File: config.mk
export PLATFORM = sky130hd
export DESIGN_NAME = module_spi_arbiter_flat
export DESIGN_NICKNAME = d
export VERILOG_FILES = /design/src/rtl/spi_pkg.sv /design/src/rtl/module_spi_arbiter_if.sv /design/src/rtl/module_spi_arbiter_rr_picker.sv /design/src/rtl/module_spi_arbiter.sv /design/src/flat_wrapper.sv
export SDC_FILE = /design/constraint.sdc
export NUM_CORES = 1
export LEC_CHECK = 0
export ABC_CLOCK_PERIOD_IN_PS = 4200
export BUFFER_PORTS_ARGS = -buffer_cell sky130_fd_sc_hd__buf_2
export CAP_MARGIN = 30
export CORE_UTILIZATION = 46
export CTS_CLUSTER_DIAMETER = 150
export DETAILED_ROUTE_END_ITERATION = 10
export PLACE_DENSITY_LB_ADDON = 0.1
export SYNTH_ARGS = -nofsm -noshare
export SYNTH_HDL_FRONTEND = slang
export SYNTH_SLANG_ARGS = --single-unit
File: constraint.sdc
create_clock -name clk_i -period 4.2 [get_ports clk_i]
set_clock_uncertainty 0.05 [all_clocks]
set_input_delay 0.84 -clock clk_i [delete_from_list [all_inputs] [get_ports clk_i]]
set_output_delay 0.84 -clock clk_i [all_outputs]
set_load 0.05 [all_outputs]
File: src/rtl/spi_pkg.sv
// Shared types for the SPI arbiter: per-requester command, control-register
// word written into the SPI core, arbiter FSM states and the packing helper.
package spi_pkg;

    typedef struct packed {
        logic       cs_ctrl;
        logic       all_1s;
        logic       all_0s;
        logic [9:0] n_tx_end;
    } spi_cmd_t;

    typedef struct packed {
        logic       send;
        logic       cs_ctrl;
        logic       all_1s;
        logic       all_0s;
        logic [9:0] n_tx_end;
    } palabra_control;

    typedef enum logic [2:0] {
        ST_IDLE,
        ST_LOAD,
        ST_START,
        ST_RUN,
        ST_DONE,
        ST_ERR
    } arb_state_e;

    function automatic palabra_control pack_ctrl(input spi_cmd_t c,
                                                 input logic send);
        palabra_control w;
        w.send     = send;
        w.cs_ctrl  = c.cs_ctrl;
        w.all_1s   = c.all_1s;
        w.all_0s   = c.all_0s;
        w.n_tx_end = c.n_tx_end;
        return w;
    endfunction

endpackage

File: src/rtl/module_spi_arbiter_if.sv
// Requester/SPI-core side bundle of the arbiter.
// slave: arbiter view (requests, commands, core busy in; grants, strobes out).
// master: environment view (drives requests/commands/busy, observes the rest).
interface module_spi_arbiter_if #(
    parameter int N_REQ = 4
) ();
    import spi_pkg::*;

    localparam int SW = $clog2(N_REQ);

    logic [N_REQ-1:0]            req_i;
    spi_cmd_t [N_REQ-1:0]        cmd_i;
    logic                        spi_busy_i;
    logic [N_REQ-1:0]            gnt_o;
    logic [SW-1:0]               sel_o;
    logic                        busy_o;
    logic                        ctrl_we_o;
    palabra_control              ctrl_wdata_o;
    logic [N_REQ-1:0]            done_o;
    logic [N_REQ-1:0]            err_o;

    modport slave (
        input  req_i, cmd_i, spi_busy_i,
        output gnt_o, sel_o, busy_o, ctrl_we_o, ctrl_wdata_o, done_o, err_o
    );

    modport master (
        output req_i, cmd_i, spi_busy_i,
        input  gnt_o, sel_o, busy_o, ctrl_we_o, ctrl_wdata_o, done_o, err_o
    );
endinterface

File: src/rtl/module_spi_arbiter_rr_picker.sv
// Combinational round-robin picker: first set req_i bit searching from ptr_i
// upward modulo N. Ports: req_i, ptr_i in; valid_o, idx_o out.
module module_rr_picker #(
    parameter int N = 4,
    parameter int W = $clog2(N)
) (
    input  logic [N-1:0] req_i,
    input  logic [W-1:0] ptr_i,
    output logic         valid_o,
    output logic [W-1:0] idx_o
);
    logic [W:0] s;

    assign valid_o = |req_i;

    // Scan from the farthest offset down so the nearest hit to ptr_i wins.
    always_comb begin
        idx_o = '0;
        s     = '0;
        for (int i = N - 1; i >= 0; i--) begin
            s = {1'b0, ptr_i} + (W + 1)'(i);
            if (s >= (W + 1)'(N)) s = s - (W + 1)'(N);
            if (req_i[s[W-1:0]]) idx_o = s[W-1:0];
        end
    end
endmodule

File: src/rtl/module_spi_arbiter.sv
// Round-robin sharing of one SPI master core between N_REQ requesters.
// Ports: clk_i, rst_i (sync, active-high), bus (slave side of the bundle).
module module_spi_arbiter
    import spi_pkg::*;
#(
    parameter int N_REQ    = 4,
    parameter int START_TO = 16
) (
    input logic                 clk_i,
    input logic                 rst_i,
    module_spi_arbiter_if.slave bus
);
    localparam int SW = $clog2(N_REQ);
    localparam int CW = (START_TO > 1) ? $clog2(START_TO) : 1;

    arb_state_e     state_q, state_d;
    logic [SW-1:0]  g_q, g_d;
    logic [SW-1:0]  rr_q, rr_d;
    spi_cmd_t       cmd_q, cmd_d;
    logic [CW-1:0]  cnt_q, cnt_d;
    logic [N_REQ-1:0] gnt_q, gnt_d;
    logic [N_REQ-1:0] done_q, done_d;
    logic [N_REQ-1:0] err_q, err_d;
    logic           we_q, we_d;
    palabra_control wdata_q, wdata_d;

    logic           pick_valid;
    logic [SW-1:0]  pick_idx;

    module_rr_picker #(.N(N_REQ), .W(SW)) u_pick (
        .req_i   (bus.req_i),
        .ptr_i   (rr_q),
        .valid_o (pick_valid),
        .idx_o   (pick_idx)
    );

    always_comb begin
        state_d = state_q;
        g_d     = g_q;
        rr_d    = rr_q;
        cmd_d   = cmd_q;
        cnt_d   = cnt_q;
        gnt_d   = gnt_q;
        done_d  = '0;
        err_d   = '0;
        we_d    = 1'b0;
        wdata_d = wdata_q;
        unique case (state_q)
            ST_IDLE: begin
                if (pick_valid) begin
                    g_d     = pick_idx;
                    cmd_d   = bus.cmd_i[pick_idx];
                    gnt_d   = {{(N_REQ - 1){1'b0}}, 1'b1} << pick_idx;
                    state_d = ST_LOAD;
                end
            end
            ST_LOAD: begin
                we_d    = 1'b1;
                wdata_d = pack_ctrl(cmd_q, 1'b1);
                cnt_d   = '0;
                state_d = ST_START;
            end
            ST_START: begin
                if (bus.spi_busy_i) begin
                    state_d = ST_RUN;
                end else if (cnt_q == CW'(START_TO - 1)) begin
                    state_d = ST_ERR;
                end else begin
                    cnt_d = cnt_q + 1'b1;
                end
            end
            ST_RUN: begin
                if (!bus.spi_busy_i) state_d = ST_DONE;
            end
            ST_DONE, ST_ERR: begin
                if (state_q == ST_DONE) done_d = gnt_q;
                else                    err_d  = gnt_q;
                we_d    = 1'b1;
                wdata_d = pack_ctrl(cmd_q, 1'b0);
                gnt_d   = '0;
                // Move past the served requester so it goes to the back of the line.
                rr_d    = (g_q == SW'(N_REQ - 1)) ? '0 : g_q + 1'b1;
                state_d = ST_IDLE;
            end
            default: state_d = ST_IDLE;
        endcase
    end

    always_ff @(posedge clk_i) begin
        if (rst_i) begin
            state_q <= ST_IDLE;
            g_q     <= '0;
            rr_q    <= '0;
            cmd_q   <= '0;
            cnt_q   <= '0;
            gnt_q   <= '0;
            done_q  <= '0;
            err_q   <= '0;
            we_q    <= 1'b0;
            wdata_q <= '0;
        end else begin
            state_q <= state_d;
            g_q     <= g_d;
            rr_q    <= rr_d;
            cmd_q   <= cmd_d;
            cnt_q   <= cnt_d;
            gnt_q   <= gnt_d;
            done_q  <= done_d;
            err_q   <= err_d;
            we_q    <= we_d;
            wdata_q <= wdata_d;
        end
    end

    assign bus.gnt_o        = gnt_q;
    assign bus.sel_o        = g_q;
    assign bus.busy_o       = (state_q != ST_IDLE);
    assign bus.ctrl_we_o    = we_q;
    assign bus.ctrl_wdata_o = wdata_q;
    assign bus.done_o       = done_q;
    assign bus.err_o        = err_q;
endmodule
File: src/flat_wrapper.sv
// flat-port wrapper written by rule: the top's interface ports become plain ports
module module_spi_arbiter_flat import spi_pkg::*;
#(
    parameter int N_REQ    = 4,
    parameter int START_TO = 16
)
  (clk_i, rst_i, bus_req_i, bus_cmd_i, bus_spi_busy_i, bus_gnt_o, bus_sel_o, bus_busy_o, bus_ctrl_we_o, bus_ctrl_wdata_o, bus_done_o, bus_err_o);
  module_spi_arbiter_if #(.N_REQ(N_REQ)) bus_i ();
  input logic clk_i;
  input logic rst_i;
  input wire logic [$bits(bus_i.req_i)-1:0] bus_req_i;
  input wire logic [$bits(bus_i.cmd_i)-1:0] bus_cmd_i;
  input wire logic [$bits(bus_i.spi_busy_i)-1:0] bus_spi_busy_i;
  output wire logic [$bits(bus_i.gnt_o)-1:0] bus_gnt_o;
  output wire logic [$bits(bus_i.sel_o)-1:0] bus_sel_o;
  output wire logic [$bits(bus_i.busy_o)-1:0] bus_busy_o;
  output wire logic [$bits(bus_i.ctrl_we_o)-1:0] bus_ctrl_we_o;
  output wire logic [$bits(bus_i.ctrl_wdata_o)-1:0] bus_ctrl_wdata_o;
  output wire logic [$bits(bus_i.done_o)-1:0] bus_done_o;
  output wire logic [$bits(bus_i.err_o)-1:0] bus_err_o;
  assign bus_i.req_i = bus_req_i;
  assign bus_i.cmd_i = bus_cmd_i;
  assign bus_i.spi_busy_i = bus_spi_busy_i;
  assign bus_gnt_o = bus_i.gnt_o;
  assign bus_sel_o = bus_i.sel_o;
  assign bus_busy_o = bus_i.busy_o;
  assign bus_ctrl_we_o = bus_i.ctrl_we_o;
  assign bus_ctrl_wdata_o = bus_i.ctrl_wdata_o;
  assign bus_done_o = bus_i.done_o;
  assign bus_err_o = bus_i.err_o;
  module_spi_arbiter #(.N_REQ(N_REQ), .START_TO(START_TO)) u_core (.clk_i(clk_i), .rst_i(rst_i), .bus(bus_i));
endmodule
==> impl_metrics.prom, run 1 <==
# TYPE chip_impl_metric gauge
chip_impl_metric{name="area.growth.synth_to_final",unit="%"} 22.3
chip_impl_metric{name="timing.critical_path.arrival",unit="ps"} 1370
chip_impl_metric{name="max_freq",unit="GHz"} 0.443
chip_impl_metric{name="htreeDepth",unit=""} 2
chip_impl_metric{name="cellPowerDensity",unit="nW/um^2"} 390
chip_impl_info{name="clock_tree_root_buffer_cell",value="sky130_fd_sc_hd__clkbuf_8"} 1
chip_impl_metric{name="grt_first_pass_wirelength",unit="um"} 7930
chip_impl_metric{name="rrSetupSlack",unit="ps"} 2280
chip_impl_metric{name="avgRoutedWirePerCell",unit="um"} 12.2
chip_impl_metric{name="setup_tns",unit="ps"} 0
chip_impl_metric{name="ios",unit=""} 89
chip_impl_metric{name="area.sequential",unit="sq um"} 1020
chip_impl_metric{name="fin_nets",unit=""} 392
chip_impl_info{name="tritoncts",value="done"} 1
chip_impl_info{name="crit_slowest_cell",value="sky130_fd_sc_hd__or3_4"} 1
chip_impl_info{name="synthMostInstantiatedCell",value="sky130_fd_sc_hd__dfxtp_1"} 1
chip_impl_metric{name="die_x",unit="um"} 74.5
chip_impl_metric{name="post-cts-setup-buffers",unit=""} 0
chip_impl_info{name="crit_chain",value="or3_4, buf_2"} 1
chip_impl_metric{name="detail-route-antenna-nets",unit=""} 0
chip_impl_metric{name="initial_antenna_violation_count",unit=""} 0
chip_impl_metric{name="syn_area",unit="sq um"} 2410
chip_impl_metric{name="initial_core_util",unit="%"} 47.6
chip_impl_metric{name="cts_buffer_depth",unit=""} 2
chip_impl_metric{name="ys_warn_count",unit=""} 0
chip_impl_metric{name="irDropWorstVdd",unit="mV"} 0.169
chip_impl_metric{name="worst_hold_slack",unit="ps"} 405
chip_impl_info{name="yosys_most_used_dff",value="sky130_fd_sc_hd__dfxtp_1"} 1
chip_impl_metric{name="slew_viol_final",unit=""} 0
chip_impl_metric{name="power.switching_fraction",unit="%"} 29.9
chip_impl_metric{name="share_seq_of_total_power",unit="%"} 47.2
chip_impl_metric{name="detail_route.drc_violations",unit=""} 0
chip_impl_metric{name="final_util",unit="%"} 58.2
chip_impl_metric{name="dieHeight",unit="um"} 74.5
chip_impl_metric{name="worst_path_largest_cell_delay",unit="ps"} 440
chip_impl_metric{name="synth-edff-count",unit=""} 0
chip_impl_metric{name="p_int",unit="uW"} 808
chip_impl_info{name="setup_repair_after_global_routing_missed_its_margin",value="false"} 1
chip_impl_metric{name="insertedDiodeCount",unit=""} 0
chip_impl_metric{name="yosys.cell_types.count",unit=""} 41
chip_impl_metric{name="post_cts_clock_slew_at_the_launch_and_capture_registers_of_the_worst_setup_and_hold_paths",unit="ps"} 90
chip_impl_info{name="crit_start",value="u_core.state_q[2]"} 1
chip_impl_metric{name="layout-drive-gt1-share",unit="%"} 34.6
chip_impl_metric{name="p_leak",unit="uW"} 0.00138
chip_impl_metric{name="area_used_by_multi_input_combinational_logic",unit="sq um"} 1260
chip_impl_metric{name="share_of_the_clock_period_used_by_the_worst_path_after_layout",unit="%"} 53.8
chip_impl_metric{name="die-area",unit="sq um"} 5540
chip_impl_metric{name="grt-ovfl-total",unit=""} 0
chip_impl_metric{name="r2r.worst_path.cells",unit=""} 5
chip_impl_metric{name="gr-usage-all-layers",unit="%"} 18.8
chip_impl_metric{name="total_switching_power",unit="uW"} 344
chip_impl_metric{name="finalPower",unit="uW"} 1150
chip_impl_metric{name="average_size_of_a_mapped_cell",unit="sq um"} 9.51
chip_impl_metric{name="peak_fanout_along_the_critical_path",unit=""} 9
chip_impl_metric{name="first_pass_iteration_count_of_the_detailed_router",unit=""} 4
chip_impl_metric{name="cts.sink_count",unit=""} 51
chip_impl_info{name="crit-reg2reg-capture",value="u_core.cmd_q[11]"} 1
chip_impl_info{name="crit_path_start_kind",value="flip-flop"} 1
chip_impl_info{name="outcome",value="completed"} 1
chip_impl_metric{name="power.clock.fraction",unit="%"} 30.5
chip_impl_metric{name="max_slew_margin",unit="%"} 45.0
chip_impl_metric{name="area_fraction_of_the_dominant_cell_type_after_synthesis",unit="%"} 42.3
chip_impl_metric{name="finalCriticalPeriod",unit="ps"} 2260
chip_impl_metric{name="grt_max_degree",unit=""} 44
chip_impl_metric{name="worstSkewPairLatency",unit="ps"} 300
chip_impl_metric{name="fillers",unit=""} 487
chip_impl_metric{name="synth_sequential_area_ratio",unit="%"} 42.3
chip_impl_metric{name="std_cell_rows",unit=""} 26
chip_impl_metric{name="cp_data_required_time",unit="ps"} 3310
chip_impl_info{name="synth_top_cell_by_area",value="sky130_fd_sc_hd__dfxtp_1"} 1
chip_impl_metric{name="post_cts_resized",unit=""} 0
chip_impl_metric{name="detail_route.wirelength",unit="um"} 4890
chip_impl_metric{name="pin_slew_with_the_least_headroom_to_its_limit",unit="ps"} 822
chip_impl_metric{name="vias",unit=""} 2012
chip_impl_info{name="rr_startpoint",value="u_core.state_q[2]"} 1
chip_impl_metric{name="portBuffers",unit=""} 88
chip_impl_metric{name="place_hpwl",unit="um"} 3520
chip_impl_metric{name="postCtsHoldBufs",unit=""} 0
chip_impl_metric{name="postSynth.asyncResetShare",unit="%"} 0
chip_impl_info{name="critical_setup_path_kind",value="flip-flop to primary output"} 1
chip_impl_metric{name="number_of_global_route_vias_before_repair",unit=""} 1819
chip_impl_metric{name="report.final.setup_viol",unit=""} 0
chip_impl_info{name="timing.critical_path.to_type",value="primary output"} 1
chip_impl_metric{name="max_cap_viols",unit=""} 0
chip_impl_info{name="crit_path_end",value="bus_busy_o"} 1
chip_impl_info{name="worstHoldPathType",value="flip-flop to flip-flop"} 1
chip_impl_metric{name="dr.first_iter.drc_count",unit=""} 76
chip_impl_metric{name="report.final.hold_viol_count",unit=""} 0
chip_impl_metric{name="clock_buffer_count_from_cts",unit=""} 5
chip_impl_metric{name="gp_routability_congestion",unit=""} 0.706
chip_impl_metric{name="ys_ff_latch",unit=""} 51
chip_impl_metric{name="p_comb_share",unit="%"} 22.3
chip_impl_info{name="ys_top_cells_by_area",value="sky130_fd_sc_hd__dfxtp_1 42%, sky130_fd_sc_hd__mux2i_1 12%, sky130_fd_sc_hd__o221ai_2 6.8%"} 1
chip_impl_metric{name="core_area",unit="sq um"} 5070
chip_impl_metric{name="vias_per_inst",unit=""} 5.00
chip_impl_metric{name="synth_fp_nets",unit=""} 315
chip_impl_metric{name="post_synth_inst_count",unit=""} 254
chip_impl_info{name="ys_top_cells_by_count",value="51 x sky130_fd_sc_hd__dfxtp_1, 30 x sky130_fd_sc_hd__nand2_1, 28 x sky130_fd_sc_hd__mux2i_1"} 1
[cells in the final DEF (no fill, tap or decap), types with 5 or more instances in the layout]
| cell type | n |
|---|---|
| sky130_fd_sc_hd__clkbuf_8 | 6 |
| sky130_fd_sc_hd__nand2_1 | 30 |
| sky130_fd_sc_hd__dfxtp_1 | 51 |
| sky130_fd_sc_hd__nand2b_1 | 5 |
| sky130_fd_sc_hd__mux2i_1 | 28 |
| sky130_fd_sc_hd__buf_2 | 88 |
| sky130_fd_sc_hd__o221ai_2 | 11 |
| sky130_fd_sc_hd__nor2_1 | 15 |
| sky130_fd_sc_hd__nor3_1 | 6 |
| sky130_fd_sc_hd__a21oi_1 | 23 |
| sky130_fd_sc_hd__nand3b_1 | 15 |
| sky130_fd_sc_hd__nand3_1 | 5 |
| sky130_fd_sc_hd__and2_1 | 9 |
[worst min path at each step]
| stage | from | end | cells after the start |
|---|---|---|---|
| global placement | u_core.bus.ctrl_wdata_o[10] | u_core.bus.ctrl_wdata_o[10] | 2 |
| global route | u_core.bus.ctrl_wdata_o[12] | u_core.bus.ctrl_wdata_o[12] | 2 |
| CTS | u_core.cmd_q[9] | u_core.bus.ctrl_wdata_o[9] | 2 |
| finish | u_core.cmd_q[6] | u_core.bus.ctrl_wdata_o[6] | 2 |
| floorplan | u_core.cmd_q[0] | u_core.bus.ctrl_wdata_o[0] | 2 |
| detailed placement | u_core.bus.ctrl_wdata_o[5] | u_core.bus.ctrl_wdata_o[5] | 2 |
[layout make-up]
class,count,area share (%)
Clock buffer,6,2.80
Clock inverter,2,1.19
Inverter,4,0.508
Multi-Input combinational cell,180,42.8
Sequential cell,51,34.6
Tap cell,70,2.97
Timing Repair Buffer,89,15.2
[power groups by stage]
| stage | clock [uW] | combinational, uW | sequential (uW) |
|---|---|---|---|
| 2_1_floorplan | 0 | 160 | 593 |
| 3_3_place_gp | 0 | 257 | 555 |
| 3_5_place_dp | 0 | 259 | 554 |
| 4_1_cts | 362 | 260 | 544 |
| 5_1_grt | 383 | 281 | 549 |
| 6_report | 352 | 257 | 543 |
[logic make-up (layout without fill, tap and decap cells)]
logic type | count (synthesis) | after routing | share of synthesized area, %
flops | 51 | 51 | 42.3
fa+ha+maj | 2 | 2 | 1.04
simple gates | 100 | 100 | 23.1
mux | 28 | 28 | 11.6
compound gates | 47 | 47 | 15.5
xor+xnor | 3 | 3 | 1.09
buf+inv | 23 | 101 | 5.39
[critical path, delay by kind of cell, from the launching register on]
kind          cells  cell delay (ps)
buf+inv           1              220
flops             1              400
simple gates      1              440
[metal layers]
| metal | part of all wire [%] | track usage [%] |
|---|---|---|
| met1 | 44 | 21.4 |
| met2 | 49 | 33.6 |
| met3 | 5.7 | 6.64 |
| met4 | 0.84 | 4.40 |
| met5 | 0 | 0 |
[registers in the layout, summed over array words and instances, names as in the netlist]
signal                   flops
u_core.bus.ctrl_wdata_o     14
u_core.bus.ctrl_we_o         1
u_core.bus.done_o            4
u_core.bus.err_o             4
u_core.bus.gnt_o             4
u_core.bus.sel_o             2
u_core.cmd_q                13
u_core.cnt_q                 4
u_core.rr_q                  2
u_core.state_q               3
[per-stage QoR]
step | area (sq um) | setup WS (ps) | cells
2_1_floorplan | 2410 | 2110 | 254
3_3_place_gp | 2840 | 1630 | 394
3_5_place_dp | 2840 | 1590 | 394
4_1_cts | 2950 | 1930 | 402
5_1_grt | 2950 | 1850 | 402
6_report | 2950 | 1940 | 402
(Power assumes the default switching activity.)
==> run 2: changes to the inputs <==
Settings changed: ABC_CLOCK_PERIOD_IN_PS 4200 to 2250.
Clock period 4.2 ns to 2.25 ns, I/O delays scaled along.
==> impl_metrics.prom, run 2 (same netlist as run 1, synthesis figures left out) <==
# TYPE chip_impl_metric gauge
chip_impl_info{name="outcome",value="completed"} 1
chip_impl_metric{name="detail-route-antenna-nets",unit=""} 0
chip_impl_metric{name="area_used_by_multi_input_combinational_logic",unit="sq um"} 1260
chip_impl_metric{name="timing.critical_path.arrival",unit="ps"} 2060
chip_impl_metric{name="initial_antenna_violation_count",unit=""} 0
chip_impl_metric{name="slew_viol_final",unit=""} 0
chip_impl_metric{name="post_cts_resized",unit=""} 0
chip_impl_metric{name="pin_slew_with_the_least_headroom_to_its_limit",unit="ps"} 513
chip_impl_metric{name="gp_routability_congestion",unit=""} 0.737
chip_impl_metric{name="final_cell_count_no_fill",unit=""} 408
chip_impl_metric{name="insertedDiodeCount",unit=""} 0
chip_impl_metric{name="dr.first_iter.drc_count",unit=""} 81
chip_impl_metric{name="portBuffers",unit=""} 88
chip_impl_metric{name="largest_reg_flops",unit=""} 14
chip_impl_metric{name="post-cts-setup-buffers",unit=""} 0
chip_impl_info{name="crit_path_start_kind",value="flip-flop"} 1
chip_impl_metric{name="fillers",unit=""} 483
chip_impl_metric{name="first_pass_iteration_count_of_the_detailed_router",unit=""} 4
chip_impl_metric{name="fin_nets",unit=""} 398
chip_impl_info{name="layout_common_cells",value="88 x sky130_fd_sc_hd__buf_2, 51 x sky130_fd_sc_hd__dfxtp_1, 30 x sky130_fd_sc_hd__nand2_1"} 1
chip_impl_metric{name="die-area",unit="sq um"} 5540
chip_impl_metric{name="cts.sink_count",unit=""} 51
chip_impl_info{name="clock_tree_root_buffer_cell",value="sky130_fd_sc_hd__clkbuf_8"} 1
chip_impl_metric{name="r2r.worst_path.cells",unit=""} 5
chip_impl_metric{name="placed_instances",unit=""} 400
chip_impl_metric{name="report.final.setup_viol",unit=""} 0
chip_impl_metric{name="area.sequential",unit="sq um"} 1020
chip_impl_metric{name="irDropWorstVdd",unit="mV"} 0.309
chip_impl_metric{name="detail_route.wirelength",unit="um"} 5000
chip_impl_metric{name="layout-drive-gt1-share",unit="%"} 35.2
chip_impl_metric{name="cts_buffer_depth",unit=""} 2
chip_impl_metric{name="share_of_the_clock_period_used_by_the_worst_path_after_layout",unit="%"} 83.3
chip_impl_metric{name="post_cts_clock_slew_at_the_launch_and_capture_registers_of_the_worst_setup_and_hold_paths",unit="ps"} 90
chip_impl_metric{name="dieHeight",unit="um"} 74.5
chip_impl_info{name="setup_repair_after_global_routing_missed_its_margin",value="false"} 1
chip_impl_metric{name="ios",unit=""} 89
chip_impl_metric{name="initial_core_util",unit="%"} 47.6
chip_impl_metric{name="detail_route.drc_violations",unit=""} 0
chip_impl_metric{name="p_leak",unit="uW"} 0.00140
chip_impl_metric{name="gr-usage-all-layers",unit="%"} 18.7
chip_impl_metric{name="max_cap_viols",unit=""} 0
chip_impl_metric{name="hold_path_depth",unit=""} 2
chip_impl_metric{name="report.final.hold_viol_count",unit=""} 0
chip_impl_metric{name="clock_buffer_count_from_cts",unit=""} 5
chip_impl_info{name="worstHoldPathType",value="input port to flip-flop"} 1
chip_impl_metric{name="vias_per_inst",unit=""} 4.98
chip_impl_metric{name="grt_max_degree",unit=""} 32
chip_impl_metric{name="cp_data_required_time",unit="ps"} 2430
chip_impl_info{name="most_common_cell_after_layout_fill_and_taps_aside",value="sky130_fd_sc_hd__buf_2"} 1
chip_impl_metric{name="area.growth.synth_to_final",unit="%"} 23.2
chip_impl_metric{name="cellPowerDensity",unit="nW/um^2"} 681
chip_impl_metric{name="htreeDepth",unit=""} 2
chip_impl_metric{name="worst_hold_slack",unit="ps"} 312
chip_impl_metric{name="peak_fanout_along_the_critical_path",unit=""} 13
chip_impl_metric{name="avgRoutedWirePerCell",unit="um"} 12.2
chip_impl_metric{name="max_freq",unit="GHz"} 0.533
chip_impl_info{name="timing.critical_path.to_type",value="flip-flop"} 1
chip_impl_metric{name="worstSkewPairLatency",unit="ps"} 300
chip_impl_metric{name="die_x",unit="um"} 74.5
chip_impl_metric{name="finalCriticalPeriod",unit="ps"} 1880
chip_impl_metric{name="grt-ovfl-total",unit=""} 0
chip_impl_metric{name="vias",unit=""} 2030
chip_impl_info{name="tritoncts",value="done"} 1
chip_impl_metric{name="std_cell_rows",unit=""} 26
chip_impl_metric{name="core_area",unit="sq um"} 5070
chip_impl_metric{name="max_slew_margin",unit="%"} 65.8
chip_impl_metric{name="place_hpwl",unit="um"} 3610
chip_impl_metric{name="grt_first_pass_wirelength",unit="um"} 7910
chip_impl_metric{name="setup_tns",unit="ps"} 0
chip_impl_metric{name="number_of_global_route_vias_before_repair",unit=""} 1736
chip_impl_info{name="critical_setup_path_kind",value="flip-flop to flip-flop"} 1
chip_impl_metric{name="postCtsHoldBufs",unit=""} 0
==> run 2: cell types whose count changed in the layout (fill, tap and decap cells not counted), sizes merged <==
| cell | before | now |
|---|---|---|
| buf | 89 | 95 |
| clkbuf | 6 | 7 |
| bufinv | 1 | 0 |
==> run 2: area by class of cell <==
| cell class | instances | area share, % |
|---|---|---|
| inverters | 4 | 0.505 |
| repair buffers | 95 | 17.0 |
| clock buffers | 7 | 2.57 |
| multi-input cells | 180 | 42.5 |
| well taps | 70 | 2.94 |
| flip-flops and latches | 51 | 34.3 |
| clock inverters | 1 | 0.168 |
==> run 2: path summary, 6_finish.rpt <==
kind,startpoint,end,slack (ps)
max,u_core.state_q[0],u_core.bus.gnt_o[0],370
min,bus_spi_busy_i,u_core.state_q[2],310
max reg2reg,u_core.state_q[0],u_core.bus.gnt_o[0],370
min reg2reg,u_core.bus.ctrl_wdata_o[5],u_core.bus.ctrl_wdata_o[5],400
==> run 2: stage by stage <==
step | setup slack (ps) | power (uW) | utilization, % | area [sq um]
6_report | 375 | 2030 | 58.6 | 2970
2_1_floorplan | 531 | 1410 | - | 2410
3_5_place_dp | 140 | 1540 | 57.0 | 2890
5_1_grt | 279 | 2140 | 58.6 | 2970
4_1_cts | 369 | 2050 | 58.6 | 2970
3_3_place_gp | 177 | 1540 | 57.0 | 2890
==> run 2: worst max-delay path, stage by stage, from the launching register on <==
cell,delay [ps]
sky130_fd_sc_hd__dfxtp_1,410
sky130_fd_sc_hd__or3_4,430
sky130_fd_sc_hd__nand2b_4,220
sky130_fd_sc_hd__buf_4,210
sky130_fd_sc_hd__or3b_1,370
sky130_fd_sc_hd__a21oi_1,110
==> run 2: routing by layer <==
layer	up-vias	GRT usage (%)	routed length, um
met1	899	23.0	2270
met5	-	0	0
li1	1054	-	-
met4	0	5.66	55
met2	72	31.4	2330
met3	5	5.69	346
==> run 2: power by group <==
group	switching (uW)	internal, uW	total [uW]
logic	312	196	508
clock network	290	219	509
registers	40.1	968	1010
total	642	1380	2030
==> run 3: changes to the inputs <==
Settings changed: ABC_CLOCK_PERIOD_IN_PS 2250 to 1900.
Clock period 2.25 ns to 1.9 ns, I/O delays scaled along.
==> impl_metrics.prom, run 3 (same netlist as run 1, synthesis figures left out) <==
# TYPE chip_impl_metric gauge
chip_impl_info{name="worstHoldPathType",value="input port to flip-flop"} 1
chip_impl_metric{name="cellPowerDensity",unit="nW/um^2"} 818
chip_impl_metric{name="dr.first_iter.drc_count",unit=""} 100
chip_impl_metric{name="die_x",unit="um"} 74.5
chip_impl_metric{name="report.final.setup_viol",unit=""} 0
chip_impl_metric{name="cts_buffer_depth",unit=""} 2
chip_impl_metric{name="detail-route-antenna-nets",unit=""} 0
chip_impl_metric{name="max_slew_margin",unit="%"} 44.0
chip_impl_metric{name="fillers",unit=""} 498
chip_impl_metric{name="core_area",unit="sq um"} 5070
chip_impl_metric{name="final_area",unit="sq um"} 3080
chip_impl_metric{name="clock_buffer_count_from_cts",unit=""} 5
chip_impl_metric{name="placement.cell_area",unit="sq um"} 2980
chip_impl_metric{name="pin_slew_with_the_least_headroom_to_its_limit",unit="ps"} 836
chip_impl_metric{name="fin_nets",unit=""} 404
chip_impl_metric{name="finalPower",unit="uW"} 2520
chip_impl_metric{name="std_cell_rows",unit=""} 26
chip_impl_metric{name="worstSkewPairLatency",unit="ps"} 300
chip_impl_metric{name="initial_core_util",unit="%"} 47.6
chip_impl_metric{name="report.final.hold_viol_count",unit=""} 0
chip_impl_metric{name="final_util",unit="%"} 60.6
chip_impl_metric{name="insertedDiodeCount",unit=""} 0
chip_impl_metric{name="share_of_the_clock_period_used_by_the_worst_path_after_layout",unit="%"} 91.4
chip_impl_metric{name="setup_tns",unit="ps"} 0
chip_impl_metric{name="layout-drive-gt1-share",unit="%"} 36.6
chip_impl_metric{name="place_hpwl",unit="um"} 3880
chip_impl_metric{name="vias_per_inst",unit=""} 5.03
chip_impl_metric{name="gr-usage-all-layers",unit="%"} 20.2
chip_impl_metric{name="grt_max_degree",unit=""} 22
chip_impl_metric{name="p_leak",unit="uW"} 0.00145
chip_impl_metric{name="die-area",unit="sq um"} 5540
chip_impl_metric{name="post-cts-setup-buffers",unit=""} 0
chip_impl_metric{name="finalCriticalPeriod",unit="ps"} 1740
chip_impl_info{name="crit_path_start_kind",value="flip-flop"} 1
chip_impl_info{name="outcome",value="completed"} 1
chip_impl_metric{name="detail_route.wirelength",unit="um"} 5270
chip_impl_info{name="critical_setup_path_kind",value="flip-flop to flip-flop"} 1
chip_impl_metric{name="postCtsHoldBufs",unit=""} 0
chip_impl_metric{name="avgRoutedWirePerCell",unit="um"} 12.7
chip_impl_metric{name="irDropWorstVdd",unit="mV"} 0.447
chip_impl_metric{name="final_cell_count_no_fill",unit=""} 414
chip_impl_metric{name="number_of_global_route_vias_before_repair",unit=""} 1841
chip_impl_metric{name="initial_antenna_violation_count",unit=""} 0
chip_impl_metric{name="vias",unit=""} 2083
chip_impl_metric{name="grt-ovfl-total",unit=""} 0
chip_impl_metric{name="gp_routability_congestion",unit=""} 0.730
chip_impl_metric{name="timing.critical_path.arrival",unit="ps"} 1910
chip_impl_metric{name="area.sequential",unit="sq um"} 1020
chip_impl_metric{name="max_freq",unit="GHz"} 0.576
chip_impl_info{name="timing.critical_path.to_type",value="flip-flop"} 1
chip_impl_info{name="most_common_cell_after_layout_fill_and_taps_aside",value="sky130_fd_sc_hd__buf_2"} 1
chip_impl_metric{name="dieHeight",unit="um"} 74.5
chip_impl_metric{name="portBuffers",unit=""} 88
chip_impl_metric{name="htreeDepth",unit=""} 2
chip_impl_metric{name="cp_data_required_time",unit="ps"} 2080
chip_impl_info{name="clock_tree_root_buffer_cell",value="sky130_fd_sc_hd__clkbuf_8"} 1
chip_impl_metric{name="first_pass_iteration_count_of_the_detailed_router",unit=""} 4
chip_impl_metric{name="ios",unit=""} 89
chip_impl_metric{name="area.growth.synth_to_final",unit="%"} 27.4
chip_impl_metric{name="detail_route.drc_violations",unit=""} 0
chip_impl_info{name="layout_common_cells",value="88 x sky130_fd_sc_hd__buf_2, 51 x sky130_fd_sc_hd__dfxtp_1, 30 x sky130_fd_sc_hd__nand2_1"} 1
chip_impl_metric{name="post_cts_resized",unit=""} 0
chip_impl_metric{name="max_cap_viols",unit=""} 0
chip_impl_info{name="setup_repair_after_global_routing_missed_its_margin",value="false"} 1
chip_impl_metric{name="area_used_by_multi_input_combinational_logic",unit="sq um"} 1260
chip_impl_metric{name="cts.sink_count",unit=""} 51
chip_impl_info{name="tritoncts",value="done"} 1
chip_impl_metric{name="largest_reg_flops",unit=""} 14
chip_impl_metric{name="post_cts_clock_slew_at_the_launch_and_capture_registers_of_the_worst_setup_and_hold_paths",unit="ps"} 90
chip_impl_metric{name="slew_viol_final",unit=""} 0
chip_impl_metric{name="placed_instances",unit=""} 406
chip_impl_metric{name="grt_first_pass_wirelength",unit="um"} 8440
chip_impl_metric{name="peak_fanout_along_the_critical_path",unit=""} 7
[run 3: final timing paths]
| path | from | to | slack (ps) | cells after the start |
|---|---|---|---|---|
| worst max register to register | u_core.state_q[2] | u_core.bus.gnt_o[0] | 160 | 5 |
| worst max-delay path | u_core.state_q[2] | u_core.bus.gnt_o[0] | 160 | 5 |
| worst min-delay path | bus_spi_busy_i | u_core.state_q[2] | 230 | 2 |
| worst min register to register | u_core.cmd_q[9] | u_core.bus.ctrl_wdata_o[9] | 410 | 2 |
[run 3: layout make-up]
cell class                      count  area share, %
Tap cell                           70           2.85
Inverter                            4          0.488
Timing Repair Buffer              101           19.1
Clock buffer                        8           3.25
Sequential cell                    51           33.2
Multi-Input combinational cell    180           41.1
[run 3: metal layers]
metal / global-route usage, % / vias up / share of wire [%]
met5: 0 / - / 0
met3: 5.56 / 4 / 4.9
met4: 6.29 / 0 / 1.2
met2: 34.8 / 61 / 47
li1: - / 1070 / -
met1: 24.4 / 948 / 46
[run 3: through the flow]
| stage | hold WS (ps) | worst slack (ps) |
|---|---|---|
| after floorplan | 382 | 181 |
| after global placement | 390 | 103 |
| after detailed placement | 397 | 68.8 |
| after CTS | 226 | 164 |
| after global routing | 234 | 42.9 |
| final | 235 | 164 |
[run 3: worst max-delay path, cell delays in order, from the launching register on]
cell                       delay, ps
sky130_fd_sc_hd__dfxtp_1         330
sky130_fd_sc_hd__or3_4           400
sky130_fd_sc_hd__nand2b_4        190
sky130_fd_sc_hd__buf_4           170
sky130_fd_sc_hd__or3b_1          380
sky130_fd_sc_hd__a21oi_1         140
[run 3: power by group]
group          switching [uW]  internal, uW  total (uW)
clock network             346           333         679
registers                44.4          1150        1190
logic                     382           263         645
